## src/rtl/slurm_cpu_fetch_unit.sv

```systemverilog
// slurm_cpu_fetch_unit: CPU memory front end with an epoch-tagged prefetch queue,
// a priority load/store channel, branch flush and halt/wake.
module slurm_cpu_fetch_unit #(
    parameter int BITS = 16,
    parameter int ADDRESS_BITS = 16,
    parameter int DEPTH = 4,
    parameter logic [ADDRESS_BITS-1:0] RESET_PC = '0,
    parameter int MASK_BITS = BITS / 8
) (
    input  logic                    CLK,
    input  logic                    RSTb,
    input  logic                    load_pc,
    input  logic [ADDRESS_BITS-1:0] pc_in,
    input  logic                    halt,
    input  logic                    wake,
    input  logic                    ls_valid,
    input  logic                    ls_wr,
    input  logic [ADDRESS_BITS-1:0] ls_address,
    input  logic [BITS-1:0]         ls_data,
    input  logic [MASK_BITS-1:0]    ls_wr_mask,
    output logic                    ls_ready,
    output logic                    ls_done,
    output logic [BITS-1:0]         ls_rdata,
    output logic                    instr_valid,
    output logic [BITS-1:0]         instr,
    output logic [ADDRESS_BITS-1:0] instr_pc,
    input  logic                    instr_ready,
    output logic                    is_halted,
    output logic [ADDRESS_BITS-1:0] memory_address,
    output logic [BITS-1:0]         memory_out,
    output logic                    memory_valid,
    output logic                    memory_wr,
    output logic [MASK_BITS-1:0]    memory_wr_mask,
    input  logic                    memory_ready,
    input  logic [BITS-1:0]         memory_in
);
    localparam int PW = $clog2(DEPTH);
    localparam int CW = PW + 1;
    localparam logic [CW:0] QMAX = (CW + 1)'(DEPTH);
    localparam logic [ADDRESS_BITS-1:0] STEP = ADDRESS_BITS'(MASK_BITS);

    typedef enum logic [1:0] {RUN, HALTING, HALTED} state_t;
    state_t state, state_n;

    logic [ADDRESS_BITS-1:0] fetch_pc, fetch_base, resp_pc;
    logic epoch, req_fetch, req_epoch;
    logic resp_valid, resp_fetch, resp_epoch, resp_wr;
    logic [BITS-1:0] q_data [DEPTH];
    logic [ADDRESS_BITS-1:0] q_pc [DEPTH];
    logic [PW-1:0] rd_ptr, wr_ptr;
    logic [CW-1:0] count;
    logic [CW:0] occ;
    logic grant, slot_free, ls_new, drop, drained, fetch_ok, issue_ls, issue_fetch, push, pop;

    // occ reserves queue slots for fetches on the bus or returning, so a push never overflows
    always_comb begin
        grant = memory_valid & memory_ready;
        slot_free = ~memory_valid | memory_ready;
        ls_new = ls_valid & ~(memory_valid & ~req_fetch);
        drop = load_pc & memory_valid & req_fetch & ~memory_ready;
        drained = ~(memory_valid & req_fetch) & ~(resp_valid & resp_fetch);
        state_n = wake ? RUN :
                  (state == RUN && halt) ? HALTING :
                  (state == HALTING && drained) ? HALTED : state;
        occ = {1'b0, count} + (CW + 1)'(memory_valid & req_fetch) + (CW + 1)'(resp_valid & resp_fetch);
        fetch_ok = state_n == RUN && (load_pc || occ < QMAX);
        issue_ls = slot_free & ls_new;
        issue_fetch = slot_free & ~ls_new & fetch_ok;
        fetch_base = load_pc ? pc_in : fetch_pc;
        push = resp_valid & resp_fetch & (resp_epoch == epoch) & ~load_pc;
        pop = instr_ready & instr_valid;
    end

    assign ls_ready = grant & ~req_fetch;
    assign is_halted = state == HALTED;
    assign instr_valid = count != '0;
    assign instr = instr_valid ? q_data[rd_ptr] : '0;
    assign instr_pc = instr_valid ? q_pc[rd_ptr] : '0;

    always_ff @(posedge CLK) begin
        if (RSTb) begin
            state <= RUN;
            fetch_pc <= RESET_PC;
            epoch <= 1'b0;
            memory_valid <= 1'b0;
            memory_wr <= 1'b0;
            memory_address <= '0;
            memory_out <= '0;
            memory_wr_mask <= '0;
            req_fetch <= 1'b0;
            req_epoch <= 1'b0;
            resp_valid <= 1'b0;
            resp_fetch <= 1'b0;
            resp_epoch <= 1'b0;
            resp_wr <= 1'b0;
            resp_pc <= '0;
            ls_done <= 1'b0;
            ls_rdata <= '0;
            rd_ptr <= '0;
            wr_ptr <= '0;
            count <= '0;
        end else begin
            state <= state_n;
            fetch_pc <= issue_fetch ? fetch_base + STEP : fetch_base;
            epoch <= epoch ^ load_pc;
            resp_valid <= grant;
            resp_fetch <= req_fetch;
            resp_epoch <= req_epoch;
            resp_wr <= memory_wr;
            resp_pc <= memory_address;
            ls_done <= resp_valid & ~resp_fetch;
            if (resp_valid && !resp_fetch && !resp_wr)
                ls_rdata <= memory_in;
            if (issue_ls || issue_fetch) begin
                memory_valid <= 1'b1;
                memory_address <= issue_ls ? ls_address : fetch_base;
                memory_out <= issue_ls ? ls_data : '0;
                memory_wr <= issue_ls & ls_wr;
                memory_wr_mask <= (issue_ls && ls_wr) ? ls_wr_mask : '1;
                req_fetch <= issue_fetch;
                req_epoch <= epoch ^ load_pc;
            end else if (slot_free || drop) begin
                memory_valid <= 1'b0;
                memory_wr <= 1'b0;
            end
            if (load_pc) begin
                rd_ptr <= '0;
                wr_ptr <= '0;
                count <= '0;
            end else begin
                rd_ptr <= rd_ptr + PW'(pop);
                wr_ptr <= wr_ptr + PW'(push);
                count <= count + CW'(push) - CW'(pop);
            end
        end
    end

    always_ff @(posedge CLK) begin
        if (push) begin
            q_data[wr_ptr] <= memory_in;
            q_pc[wr_ptr] <= resp_pc;
        end
    end
endmodule

```

## config.mk

```make
export PLATFORM = sky130hd
export DESIGN_NAME = slurm_cpu_fetch_unit
export DESIGN_NICKNAME = d
export VERILOG_FILES = /design/src/rtl/slurm_cpu_fetch_unit.sv
export SDC_FILE = /design/constraint.sdc
export NUM_CORES = 1
export LEC_CHECK = 0
export ABC_AREA = 1
export BUFFER_PORTS_ARGS = -buffer_cell sky130_fd_sc_hd__buf_2
export CORE_ASPECT_RATIO = 1.2
export CORE_UTILIZATION = 56
export CTS_CLUSTER_DIAMETER = 30
export CTS_CLUSTER_SIZE = 10
export DETAILED_ROUTE_END_ITERATION = 10
export GPL_ROUTABILITY_DRIVEN = 0
export PLACE_DENSITY = 0.8
export SETUP_SLACK_MARGIN = 0.5
export SYNTH_ARGS = -nofsm -noshare
export SYNTH_HDL_FRONTEND = slang
export SYNTH_SLANG_ARGS = --single-unit
```

## constraint.sdc

```tcl
create_clock -name CLK -period 4.5 [get_ports CLK]
set_input_delay 0.225 -clock CLK [delete_from_list [all_inputs] [get_ports CLK]]
set_output_delay 0.225 -clock CLK [all_outputs]
set_load 0.01 [all_outputs]
```

==> Word level (Yosys, flattened, before mapping) <==
Memory sizes are Yosys's and may differ from the RTL's. A register that Yosys moved wholly into a read port is not among the register bits.
Index checks and enable logic that the tools add are counted.
Widths: inputs -> output; s select.
{ "totals": {"n_memories": 2, "in_bits": 75, "regBits": 101, "ram_bits": 128, "word_cells": 97} }
{ "memory_table": {"columns": ["name", "depth", "word_bits", "rd", "rd_ports_with_merged_regs", "wr", "line", "source"], "rows": [
  ["q_data", 4, 16, 1, 1, 1, "48", "logic [BITS-1:0] q_data [DEPTH];"],
  ["q_pc", 4, 16, 1, 1, 1, "49", "logic [ADDRESS_BITS-1:0] q_pc [DEPTH];"]
]} }
{ "op_classes": {"n_lt_le_gt_ge": 1, "bitwise": 31, "add_sub_neg": 7, "n_eq_ne": 3, "mux": 17, "n_reduce_logical": 16} }
{ "ops": {"columns": ["operator", "n"], "rows": [
  ["$mux 16", 6],
  ["$and 1x1->1", 20],
  ["$add 16x2->16 const B", 1],
  ["$mux 2", 6],
  ["$not 1->1", 9],
  ["$logic_and 1x1->1", 6],
  ["$mux 1", 5],
  ["$add 2x1->2", 2],
  ["$add 3x1->4", 1],
  ["$add 4x1->4", 1],
  ["$logic_not 2->1", 2],
  ["$lt 4x3->1 const B", 1],
  ["$add 3x1->3", 1],
  ["$logic_or 1x1->1", 3],
  ["$reduce_bool 3->1", 1],
  ["$sub 3x1->3", 1],
  ["$eq 2x1->1 const B", 1],
  ["$eq 2x2->1 const B", 1],
  ["$logic_not 1->1", 2],
  ["$reduce_bool 2->1", 1],
  ["$reduce_or 2->1", 1],
  ["$eq 1x1->1", 1],
  ["$or 1x1->1", 1],
  ["$xor 1x1->1", 1]
]} }

==> Longest topological paths before layout <==
Gate-level depths: netlist of run 1.
{ "logic_depth": {"ltp_word": 12, "mapped_depth": 13, "mapped_depth_nobuf": 12} }

==> Worst setup path before layout of run 1 <==
Ideal clock, no wire load.
{ "synth_path": {"path_kind": "input-to-reg", "startpoint": "input port load_pc", "endpoint": "memory q_data[0][0] (enable)", "path_slack_ns": 0.957, "path_buffers": 2, "cell_stages": 5, "arrival_time_ns": 3.082, "cell_sequence": "buf_6 -> buf_2 -> nor3_1 -> inv_1 -> nor3_1"} }
{ "synth_between": {"elab_chain_cells": 4} }
{ "synth_rtl": {"columns": ["element", "line", "source"], "rows": [
  ["start: declaration", "12", "input logic load_pc,"],
  ["$not 1->1", "70", "push = resp_valid & resp_fetch & (resp_epoch == epoch) & ~load_pc;"],
  ["$and 1x1->1", "70", null],
  ["$mux 1", "139", "if (push) begin"],
  ["$mux 1 (implied by the code)", "140", "q_data[wr_ptr] <= memory_in;"],
  ["end: declaration", "48", null]
]} }
No other way between the ends.

==> results of run 1 <==
-- cells in the mapped netlist, drive strengths merged --
library cell	instances
nand3	65
buf	23
a211oi	2
or3	1
inv	108
nand4	6
o31ai	1
xor2	9
nor2	196
dfxtp	101
edfxtp	128
o21ai	101
nor3	7
xnor2	3
fa	1
ha	6
a21oi	82
clkbuf	32
or2	2
nand2	163
-- stage by stage --
| stage | setup WS (ns) | std cells | area [um^2] | hold slack, ns |
|---|---|---|---|---|
| floorplan | 0.957 | 1037 | 9580 | 0.303 |
| global placement | 1.79 | 1371 | 10500 | 0.409 |
| detailed placement | 1.79 | 1371 | 10500 | 0.417 |
| CTS | 1.62 | 1487 | 12300 | 0.00845 |
| global route | 1.39 | 1487 | 12300 | 0.0362 |
| finish | 1.61 | 1487 | 12300 | 0.0365 |
-- worst min-delay path: cells and delay by family --
family | cells | cell delay, ns
AND/OR/NAND/NOR | 3 | 0.17
buffers and inverters | 2 | 0.12
-- how the worst max path moves through the flow --
stage	start	end	slack [ns]	cells past startpoint
final	rd_ptr[0]$_SDFF_PP0_	instr[14]	1.61	5
after global routing	rd_ptr[0]$_SDFF_PP0_	instr[3]	1.39	5
after CTS	rd_ptr[0]$_SDFF_PP0_	instr[14]	1.62	5
after detailed placement	load_pc	req_epoch$_SDFFE_PP0P_	1.79	8
after global placement	load_pc	req_epoch$_SDFFE_PP0P_	1.79	8
after floorplan	load_pc	q_data[0][0]$_DFFE_PP_	0.96	5
-- power groups by stage --
stage / registers, W / logic [W] / clock network (W)
after floorplan: 0.00238 / 0.000256 / 0
after global placement: 0.00237 / 0.000407 / 0
after detailed placement: 0.00237 / 0.000415 / 0
after CTS: 0.00233 / 0.000449 / 0.00306
after global routing: 0.00234 / 0.000501 / 0.00316
final: 0.00234 / 0.000455 / 0.00302
-- state kept, by name, summed over array words and instances (netlist names), 2 cells and up --
name	cells
resp_pc	16
q_pc	64
memory_wr_mask	2
rd_ptr	2
count	3
memory_out	16
fetch_pc	16
wr_ptr	2
memory_address	16
state	2
q_data	64
ls_rdata	16
-- metal layers --
metal  vias up  global-route usage
met2       324               0.478
met5         -                   0
met3        61              0.0515
met4         0               0.119
li1       3826                   -
met1      3711               0.317
-- area by class of cell --
type	instances	area (um^2)
multi-input cells	645	3070
well taps	216	270
repair buffers	217	1330
inverters	108	408
flip-flops and latches	229	5870
clock buffers	48	1040
clock inverters	24	324
fillers	1131	4470
-- cell families after synthesis --
| group | count (synthesis) | share of synthesized area |
|---|---|---|
| adder cells (fa/ha/maj) | 7 | 0.00992 |
| AND/OR/NAND/NOR | 440 | 0.194 |
| buffers and inverters | 163 | 0.0701 |
| XOR/XNOR | 12 | 0.0110 |
| flip-flops | 229 | 0.612 |
| AO/OA/AOI/OAI | 186 | 0.103 |
-- layout by cell type (no fill, tap or decap), drive strengths merged --
| cell type | netlist | routed |
|---|---|---|
| or2 | 2 | 2 |
| nand4 | 6 | 6 |
| edfxtp | 128 | 128 |
| bufinv | 0 | 6 |
| ha | 6 | 6 |
| dlygate4sd3 | 0 | 44 |
| nand3 | 65 | 65 |
| a211oi | 2 | 2 |
| o31ai | 1 | 1 |
| xor2 | 9 | 9 |
| clkinvlp | 0 | 4 |
| nor2 | 196 | 196 |
| o21ai | 101 | 101 |
| nor3 | 7 | 7 |
| inv | 108 | 112 |
| a21oi | 82 | 82 |
| fa | 1 | 1 |
| dfxtp | 101 | 101 |
| buf | 23 | 173 |
| clkinv | 0 | 10 |
| xnor2 | 3 | 3 |
| clkbuf | 32 | 48 |
| or3 | 1 | 1 |
| nand2 | 163 | 163 |
==> results.json, run 1 <==
{
  "status": "finished, final reports clean",
  "dp_hpwl_um": 13700,
  "swShare": 0.232,
  "clock-sinks": 229,
  "arrival_ns": 2.67,
  "power_frac_comb": 0.078,
  "hold_viol_final": 0,
  "clock_path_buffers": 3,
  "synth_top_area_cell": "edfxtp_1",
  "finalSetupTns_ns": 0,
  "netlist-cell-type-count": 35,
  "cp-end-kind": "output pin",
  "crit_type": "flip-flop to output pin",
  "max_slew_margin": 0.200,
  "synth_cells": 1037,
  "grt_start_max_net_pins": 67,
  "syn-cell-area_mm2": 0.00958,
  "rsz0062_at_grt": "false",
  "cts_buffers": 39,
  "hp-start": "ls_address[1]",
  "min_period_ns": 2.89,
  "drive_gt1_frac": 0.225,
  "diodes": 0,
  "ctsHtreeMaxLevel": 2,
  "postRouteAntennaNets": 0,
  "rows": 52,
  "dr_wl_met3_um": 1550,
  "grt_pass1_vias": 7690,
  "routed.top_layer": "met4",
  "p_seq_frac": 0.402,
  "grt_pass1_wl_um": 37200,
  "start_util": 0.571,
  "worstSetupStartpointType": "flip-flop",
  "final_nets": 1322,
  "die_area_mm2": 0.0176,
  "vias": 7922,
  "hold_buffers": 44,
  "wl_met2_um": 12200,
  "finalCritPeriodShare": 0.642,
  "cts_root_buf": "clkbuf_16",
  "worstHoldEndpoint": "memory_address[1]$_SDFFE_PP0P_",
  "wl_met1_um": 9040,
  "cp_cell_sequence": "buf_4, inv_2, o21ai_0, a21oi_1, buf_2",
  "hold_path.class": "input port to flip-flop",
  "p_per_area_mw_per_mm2": 472,
  "synthTopCellsByArea": "edfxtp_1, dfxtp_1, nor2_1",
  "ys_seq_area_frac": 0.612,
  "ys.warnings.count": 0,
  "ir_drop_mv": 0.274,
  "portBuffers": 162,
  "gr-usage-all-layers": 0.271,
  "setup_viol": 0,
  "slew_viol_final": 0,
  "ios": 163,
  "p_int_w": 0.00447,
  "synth_top_area_share": 0.401,
  "dr.pass1.iters": 5,
  "post_drt_wl_per_cell_um": 15.8,
  "worstPathRequired_ns": 4.28,
  "wirelength_um": 23500,
  "reg2reg_from": "memory_valid$_SDFFE_PP0P_",
  "viasPerCell": 5.33,
  "synth_fp_nets": 1119,
  "ys_ff_latch": 229,
  "clk_pin_slew_worst_paths_ns": 0.05,
  "crit_path_max_incr_delay_ns": 0.58,
  "max_cap_viol_count": 0,
  "rrSetupSlack_ns": 2.00,
  "cp_slowest_cell": "inv_2",
  "cp_top_family": "buffers and inverters",
  "skew_ns": 0.0165,
  "drc": 0,
  "power_switching_w": 0.00135,
  "antenna_found_initial": 0,
  "r2r_end": "req_epoch$_SDFFE_PP0P_",
  "hold_depth": 5,
  "die_h_um": 145,
  "areaGrowthSynthToFinish_pct": 28.5,
  "cts_resized": 0,
  "critical_path.max_fanout": 66,
  "r2r_cells": 11,
  "finalPower_w": 0.00581,
  "grt_overflow": 0,
  "cts_setup_buffers": 0,
  "drt_iter0_drc": 619,
  "die_w_um": 121,
  "worstMarginPinSlew_ns": 1.20,
  "p_leak_nw": 5.25,
  "critPathBufInv": 3,
  "fmax_mhz": 346,
  "post_synth.cell_area_avg_um2": 9.24,
  "clk_latency_ns": 0.51,
  "fin_util": 0.734,
  "core_mm2": 0.0168,
  "cts_tree": "built",
  "power.clock.fraction": 0.520
}
No activity file was read; power rests on OpenSTA's default activity.
==> run 2, diff against run 1 <==
CORE_UTILIZATION = 51   (was 56)
PLACE_DENSITY = 0.76   (was 0.8)
clock period = 2.5 ns   (was 4.5 ns; I/O delays follow)
==> run 2 against run 1 <==
  * Core utilization shrank 3.5 points
  * First-iteration DRC count grew 7.1%
  * Non-clock buffer count grew 26
  * Design area grew 3.9%
  * Sequential share of layout area shrank 1.7 points
  * Wire length grew 6.0%
  * Critical path depth is the same
  * Clock power grew 84%
  * Worst setup slack lost 1.2 ns
==> results.json, run 2 (same netlist as run 1, synthesis figures left out) <==
{
  "regArea_mm2": 0.00588,
  "post_drt_wl_per_cell_um": 16.1,
  "hold_ws_ns": 0.0272,
  "crit_path_max_incr_delay_ns": 0.36,
  "cts_root_buf": "clkbuf_16",
  "cp-end-kind": "output pin",
  "arrival_ns": 1.96,
  "cts_tree": "built",
  "cp_cell_sequence": "buf_4, nor2_1, o21ai_0, a21oi_1, buf_2",
  "multi_input_area_mm2": 0.00314,
  "portBuffers": 162,
  "clk_pin_slew_worst_paths_ns": 0.05,
  "max_cap_viol_count": 0,
  "rows": 54,
  "status": "finished, final reports clean",
  "p_leak_nw": 5.44,
  "start_util": 0.523,
  "core_mm2": 0.0183,
  "worstMarginPinSlew_ns": 0.730,
  "critPathBufInv": 2,
  "ir_drop_mv": 0.529,
  "rsz0062_at_grt": "true",
  "viasPerCell": 5.16,
  "slew_viol_final": 0,
  "drt_iter0_drc": 663,
  "finalSetupTns_ns": 0,
  "worstSetupStartpointType": "flip-flop",
  "hp-start": "ls_address[12]",
  "vias": 8008,
  "cp_slowest_cell": "dfxtp_4",
  "min_period_ns": 2.09,
  "postRouteAntennaNets": 0,
  "reg_top3": "q_data x64, q_pc x64",
  "wirelength_um": 24900,
  "setup_viol": 0,
  "crit_path_start": "rd_ptr[1]$_SDFF_PP0_",
  "crit_type": "flip-flop to output pin",
  "die_h_um": 152,
  "drc": 0,
  "grt_pass1_vias": 7624,
  "worstPathRequired_ns": 2.38,
  "grt_pass1_wl_um": 37500,
  "max_slew_margin": 0.513,
  "fill_cells": 1317,
  "ios": 163,
  "skew_ns": 0.0114,
  "gr-usage-all-layers": 0.247,
  "dr.pass1.iters": 5,
  "layout_common_cells": "nor2_1, buf_2, nand2_1",
  "cts_buffers": 40,
  "finalCritPeriodShare": 0.835,
  "grt_overflow": 0,
  "hold_viol_final": 0,
  "clk_latency_ns": 0.51,
  "die_area_mm2": 0.0193,
  "grtUsageMet2": 0.439,
  "clock-sinks": 229,
  "hold_path.class": "input port to flip-flop",
  "fmax_mhz": 479,
  "met3_usage": 0.0548,
  "final_nets": 1351,
  "areaGrowthSynthToFinish_pct": 33.5,
  "diodes": 0,
  "grtUsageMet1": 0.287,
  "mostFrequentLayoutCell": "nor2_1",
  "busiest_layer": "met2",
  "reg2reg_from": "resp_fetch$_SDFF_PP0_",
  "placed_cell_area_mm2": 0.0106,
  "dp_hpwl_um": 13900,
  "stdcell_area_mm2": 0.0128,
  "ctsHtreeMaxLevel": 2,
  "antenna_found_initial": 0,
  "fin_util": 0.698,
  "cp_top_family": "buffers and inverters",
  "p_per_area_mw_per_mm2": 830,
  "die_w_um": 127,
  "critical_path.max_fanout": 33,
  "grt_start_max_net_pins": 66,
  "drive_gt1_frac": 0.253,
  "clock_path_buffers": 3
}
run 2: cell types whose count changed in the layout (fill, tap and decap cells not counted), sizes merged, moves of 2 or more:
cell,change
buf,+18
dlygate4sd3,+6
clkbuf,+3
clkinv,+3
clkinvlp,+2
run 2: through the flow:
step | std cells | setup slack, ns | total power (W)
2_1_floorplan | 1037 | 0.505 | 0.00475
6_report | 1553 | 0.414 | 0.0106
3_5_place_dp | 1414 | 0.422 | 0.00503
3_3_place_gp | 1414 | 0.507 | 0.00502
4_1_cts | 1543 | 0.471 | 0.0106
5_1_grt | 1553 | 0.438 | 0.0109
run 2: worst reg2reg max path, delay by kind of cell, from the launching register on:
family	cells	cell delay, ns
flops	1	0.36
buf+inv	3	0.15
fa+ha+maj	3	0.96
simple gates	3	0.37
run 2: timing repair:
action / in CTS / in global routing
pin swaps: 3 / 5
hold endpoints to repair: 114 / 0
setup buffers: 4 / 7
gates resized for setup: 11 / 26
cloned: 1 / 3
endpoints found under the setup margin: 43 / 69
hold buffers: 50 / 0
run 2: routing by layer:
layer / wire (um) / up-vias
li1: - / 3881
met4: 736 / 0
met1: 9600 / 3700
met2: 12700 / 366
met5: 0 / -
met3: 1920 / 61
run 2: layout make-up:
class,instances,share of cell area
flip-flops and latches,229,0.460
multi-input cells,645,0.245
repair buffers,243,0.126
clock buffers,49,0.0874
inverters,108,0.0336
well taps,252,0.0247
clock inverters,25,0.0222
repair inverters,2,0.00127
run 2: where the power goes:
group          switching [W]  total, W  internal, W
clock network        0.00185   0.00556      0.00371
registers          0.0000827   0.00420      0.00412
logic               0.000536  0.000851     0.000316
run 2: final timing paths:
check | end | slack [ns] | cells after the start
setup / recovery | instr[11] | 0.41 | 5
hold / removal | memory_address[12]$_SDFFE_PP0P_ | 0.03 | 5
setup reg to reg | count[1]$_SDFF_PP0_ | 0.60 | 9
hold reg to reg | resp_epoch$_SDFF_PP0_ | 0.42 | 2
==> run 3, diff against run 2 <==
ABC_AREA = 0   (was 1)
CORE_UTILIZATION = 50   (was 51)
PLACE_DENSITY = 0.75   (was 0.76)
clock period = 1.76 ns   (was 2.5 ns; I/O delays follow)
==> run 3 against run 2 <==
  * The flow now finishes with violations (negative setup slack)
  * Sequential power up 42%
  * Total power grew 39%
  * Wire length rose by 31%
  * Register-to-register slack worse by 0.82 ns
  * Design area rose by 20%
  * Clock skew up 0.013 ns
  * Flip-flop and latch count unchanged
  * Critical path depth fell by 1
  * Sequential share of layout area decreased by 7.5 points
  * Hold slack got worse by 0.0058 ns
  * Critical path type unchanged
  * Largest cell class unchanged
==> results.json, run 3 <==
{
  "ios": 163,
  "antenna_found_initial": 0,
  "fmax_mhz": 493,
  "p_per_area_mw_per_mm2": 964,
  "multi_input_area_mm2": 0.00442,
  "reg_top3": "q_data x64, q_pc x64",
  "rsz0062_at_grt": "true",
  "setup_viol": 172,
  "postRouteAntennaNets": 0,
  "min_period_ns": 2.03,
  "grt_overflow": 0,
  "worstPathRequired_ns": 1.67,
  "post_synth.cell_area_avg_um2": 12.9,
  "synthTopCellsByCount": "edfxtp_1, dfxtp_1, nand2_1",
  "r2r_end": "count[1]$_SDFF_PP0_",
  "cp-end-kind": "output pin",
  "cts_root_buf": "clkbuf_16",
  "status": "complete, but fails checks",
  "final_nets": 1162,
  "fill_cells": 829,
  "mostFrequentLayoutCell": "buf_2",
  "diodes": 0,
  "finalPower_w": 0.0148,
  "synth_cells": 725,
  "p_leak_nw": 6.12,
  "rrSetupSlack_ns": -0.22,
  "cp_cell_sequence": "buf_12, mux4_2, nor2b_4, buf_6",
  "drc": 0,
  "skew_ns": 0.0249,
  "grt_start_max_net_pins": 30,
  "grt_pass1_vias": 8194,
  "synth_fp_nets": 807,
  "async_flop_share": 0,
  "synth.most_common_cell": "edfxtp_1",
  "ys_seq_area_frac": 0.628,
  "regArea_mm2": 0.00590,
  "max_cap_viol_count": 0,
  "reg2reg_from": "resp_epoch$_SDFF_PP0_",
  "cp_slowest_cell": "mux4_2",
  "synth_top_area_share": 0.412,
  "synth_top_area_cell": "edfxtp_1",
  "die_h_um": 152,
  "hold_ws_ns": 0.0214,
  "synthTopCellsByArea": "edfxtp_1, dfxtp_1, mux4_2",
  "synth_ff_type": "edfxtp_1",
  "crit_path_start": "rd_ptr[0]$_SDFF_PP0_",
  "arrival_ns": 1.94,
  "hold_viol_final": 0,
  "drive_gt1_frac": 0.553,
  "dp_hpwl_um": 14100,
  "worstSetupStartpointType": "flip-flop",
  "critical_path.max_fanout": 9,
  "areaGrowthSynthToFinish_pct": 64.3,
  "clk_pin_slew_worst_paths_ns": 0.06,
  "vias": 7852,
  "wirelength_um": 32600,
  "ys.warnings.count": 0,
  "grt_pass1_wl_um": 45500,
  "crit_path_end": "instr_pc[2]",
  "cts_buffers": 38,
  "rows": 54,
  "ys_ff_latch": 229,
  "ir_drop_mv": 0.809,
  "clk_latency_ns": 0.52,
  "netlist-cell-type-count": 60,
  "synth_edf_count": 128,
  "portBuffers": 162,
  "worstMarginPinSlew_ns": 0.635,
  "post_drt_wl_per_cell_um": 24.5,
  "core_mm2": 0.0182,
  "die_area_mm2": 0.0192,
  "violations": "negative setup slack",
  "max_slew_margin": 0.577,
  "finalCritPeriodShare": 1.15,
  "gr-usage-all-layers": 0.319,
  "drt_iter0_drc": 492,
  "r2r_cells": 8,
  "hold_path.class": "input port to flip-flop",
  "ctsHtreeMaxLevel": 2,
  "dr.pass1.iters": 4,
  "crit_path_max_incr_delay_ns": 0.53,
  "viasPerCell": 5.89,
  "clock-sinks": 229,
  "start_util": 0.512,
  "syn-cell-area_mm2": 0.00934,
  "clock_path_buffers": 3,
  "fin_ws_ns": -0.268,
  "cts_tree": "built",
  "layout_common_cells": "buf_2, edfxtp_1, dfxtp_1",
  "slew_viol_final": 0,
  "die_w_um": 127,
  "crit_type": "flip-flop to output pin"
}
run 3: changes by cell type after synthesis, moves of 18 or more:
cell	previous run	this run
nor2_1	186	42
nor2b_1	0	56
mux4_2	0	32
and3_1	0	18
a21oi_1	79	28
nand3_1	63	10
inv_1	101	8
o21ai_0	79	4
nand2_1	152	95
run 3: repair_timing:
action,4_1_cts,5_1_grt
gates cloned,25,2
hold endpoints to repair,124,0
gates resized for setup,199,108
endpoints found under the setup margin,238,237
buffers inserted,35,12
hold buffers,56,0
pin swaps,86,75
run 3: logic make-up after synthesis:
logic type,count (synthesis),synth area share
fa+ha+maj,7,0.0102
buf+inv,55,0.0259
mux,49,0.0971
simple gates,271,0.147
xor+xnor,7,0.00656
compound gates,107,0.0848
flops,229,0.628
run 3: worst max-delay path: cells and delay by family, from the launching register on:
kind                   cells  cell delay, ns
buffers and inverters      2            0.29
DFF                        1            0.45
and+or+nand+nor            1            0.15
muxes                      1            0.53
run 3: report_power, final:
part / leakage [nW] / switching [W] / internal [W]
Clock: 0.583 / 0.00259 / 0.00449
Sequential: 2.02 / 0.000160 / 0.00582
Combinational: 3.52 / 0.000868 / 0.000867
run 3: final cells by class:
cell class / instances / area share
well taps: 224 / 0.0183
repair buffers: 357 / 0.229
clock buffers: 45 / 0.0651
inverters: 8 / 0.00212
multi-input cells: 446 / 0.288
clock inverters: 23 / 0.0134
flip-flops and latches: 229 / 0.385
run 3: how the worst min path moves through the flow:
| stage | from | endpoint | slack [ns] | depth (start not counted) |
|---|---|---|---|---|
| 4_1_cts | pc_in[4] | fetch_pc[4]$_SDFF_PP0_ | 0.002 | 3 |
| 3_5_place_dp | ls_data[3] | memory_out[3]$_SDFFE_PP0P_ | 0.32 | 3 |
| 3_3_place_gp | ls_data[0] | memory_out[0]$_SDFFE_PP0P_ | 0.31 | 3 |
| 6_report | pc_in[4] | fetch_pc[4]$_SDFF_PP0_ | 0.02 | 3 |
| 5_1_grt | pc_in[4] | fetch_pc[4]$_SDFF_PP0_ | 0.04 | 3 |
| 2_1_floorplan | wake | state[0]$_SDFF_PP0_ | 0.17 | 1 |
run 3: stage by stage:
step	setup slack (ns)	TNS (ns)	cell area (um^2)	std cells	util
final	-0.268	-21.25	15300	1332	0.841
after CTS	-0.241	-6.98	14800	1318	0.810
after global routing	-0.306	-31.14	15300	1332	0.841
after global placement	-0.153	-0.569	11300	1134	0.617
after floorplan	-0.396	-22.41	9920	725	-
after detailed placement	-0.196	-1.25	11300	1134	0.617
run 3: metal layers:
layer / wire length, um / vias to the layer above / GRT usage / share of wire
met2: 18000 / 406 / 0.608 / 0.55
met5: 0 / - / 0 / 0
met3: 1940 / 88 / 0.0565 / 0.059
li1: - / 3435 / - / -
met4: 1290 / 0 / 0.147 / 0.040
met1: 11400 / 3923 / 0.346 / 0.35
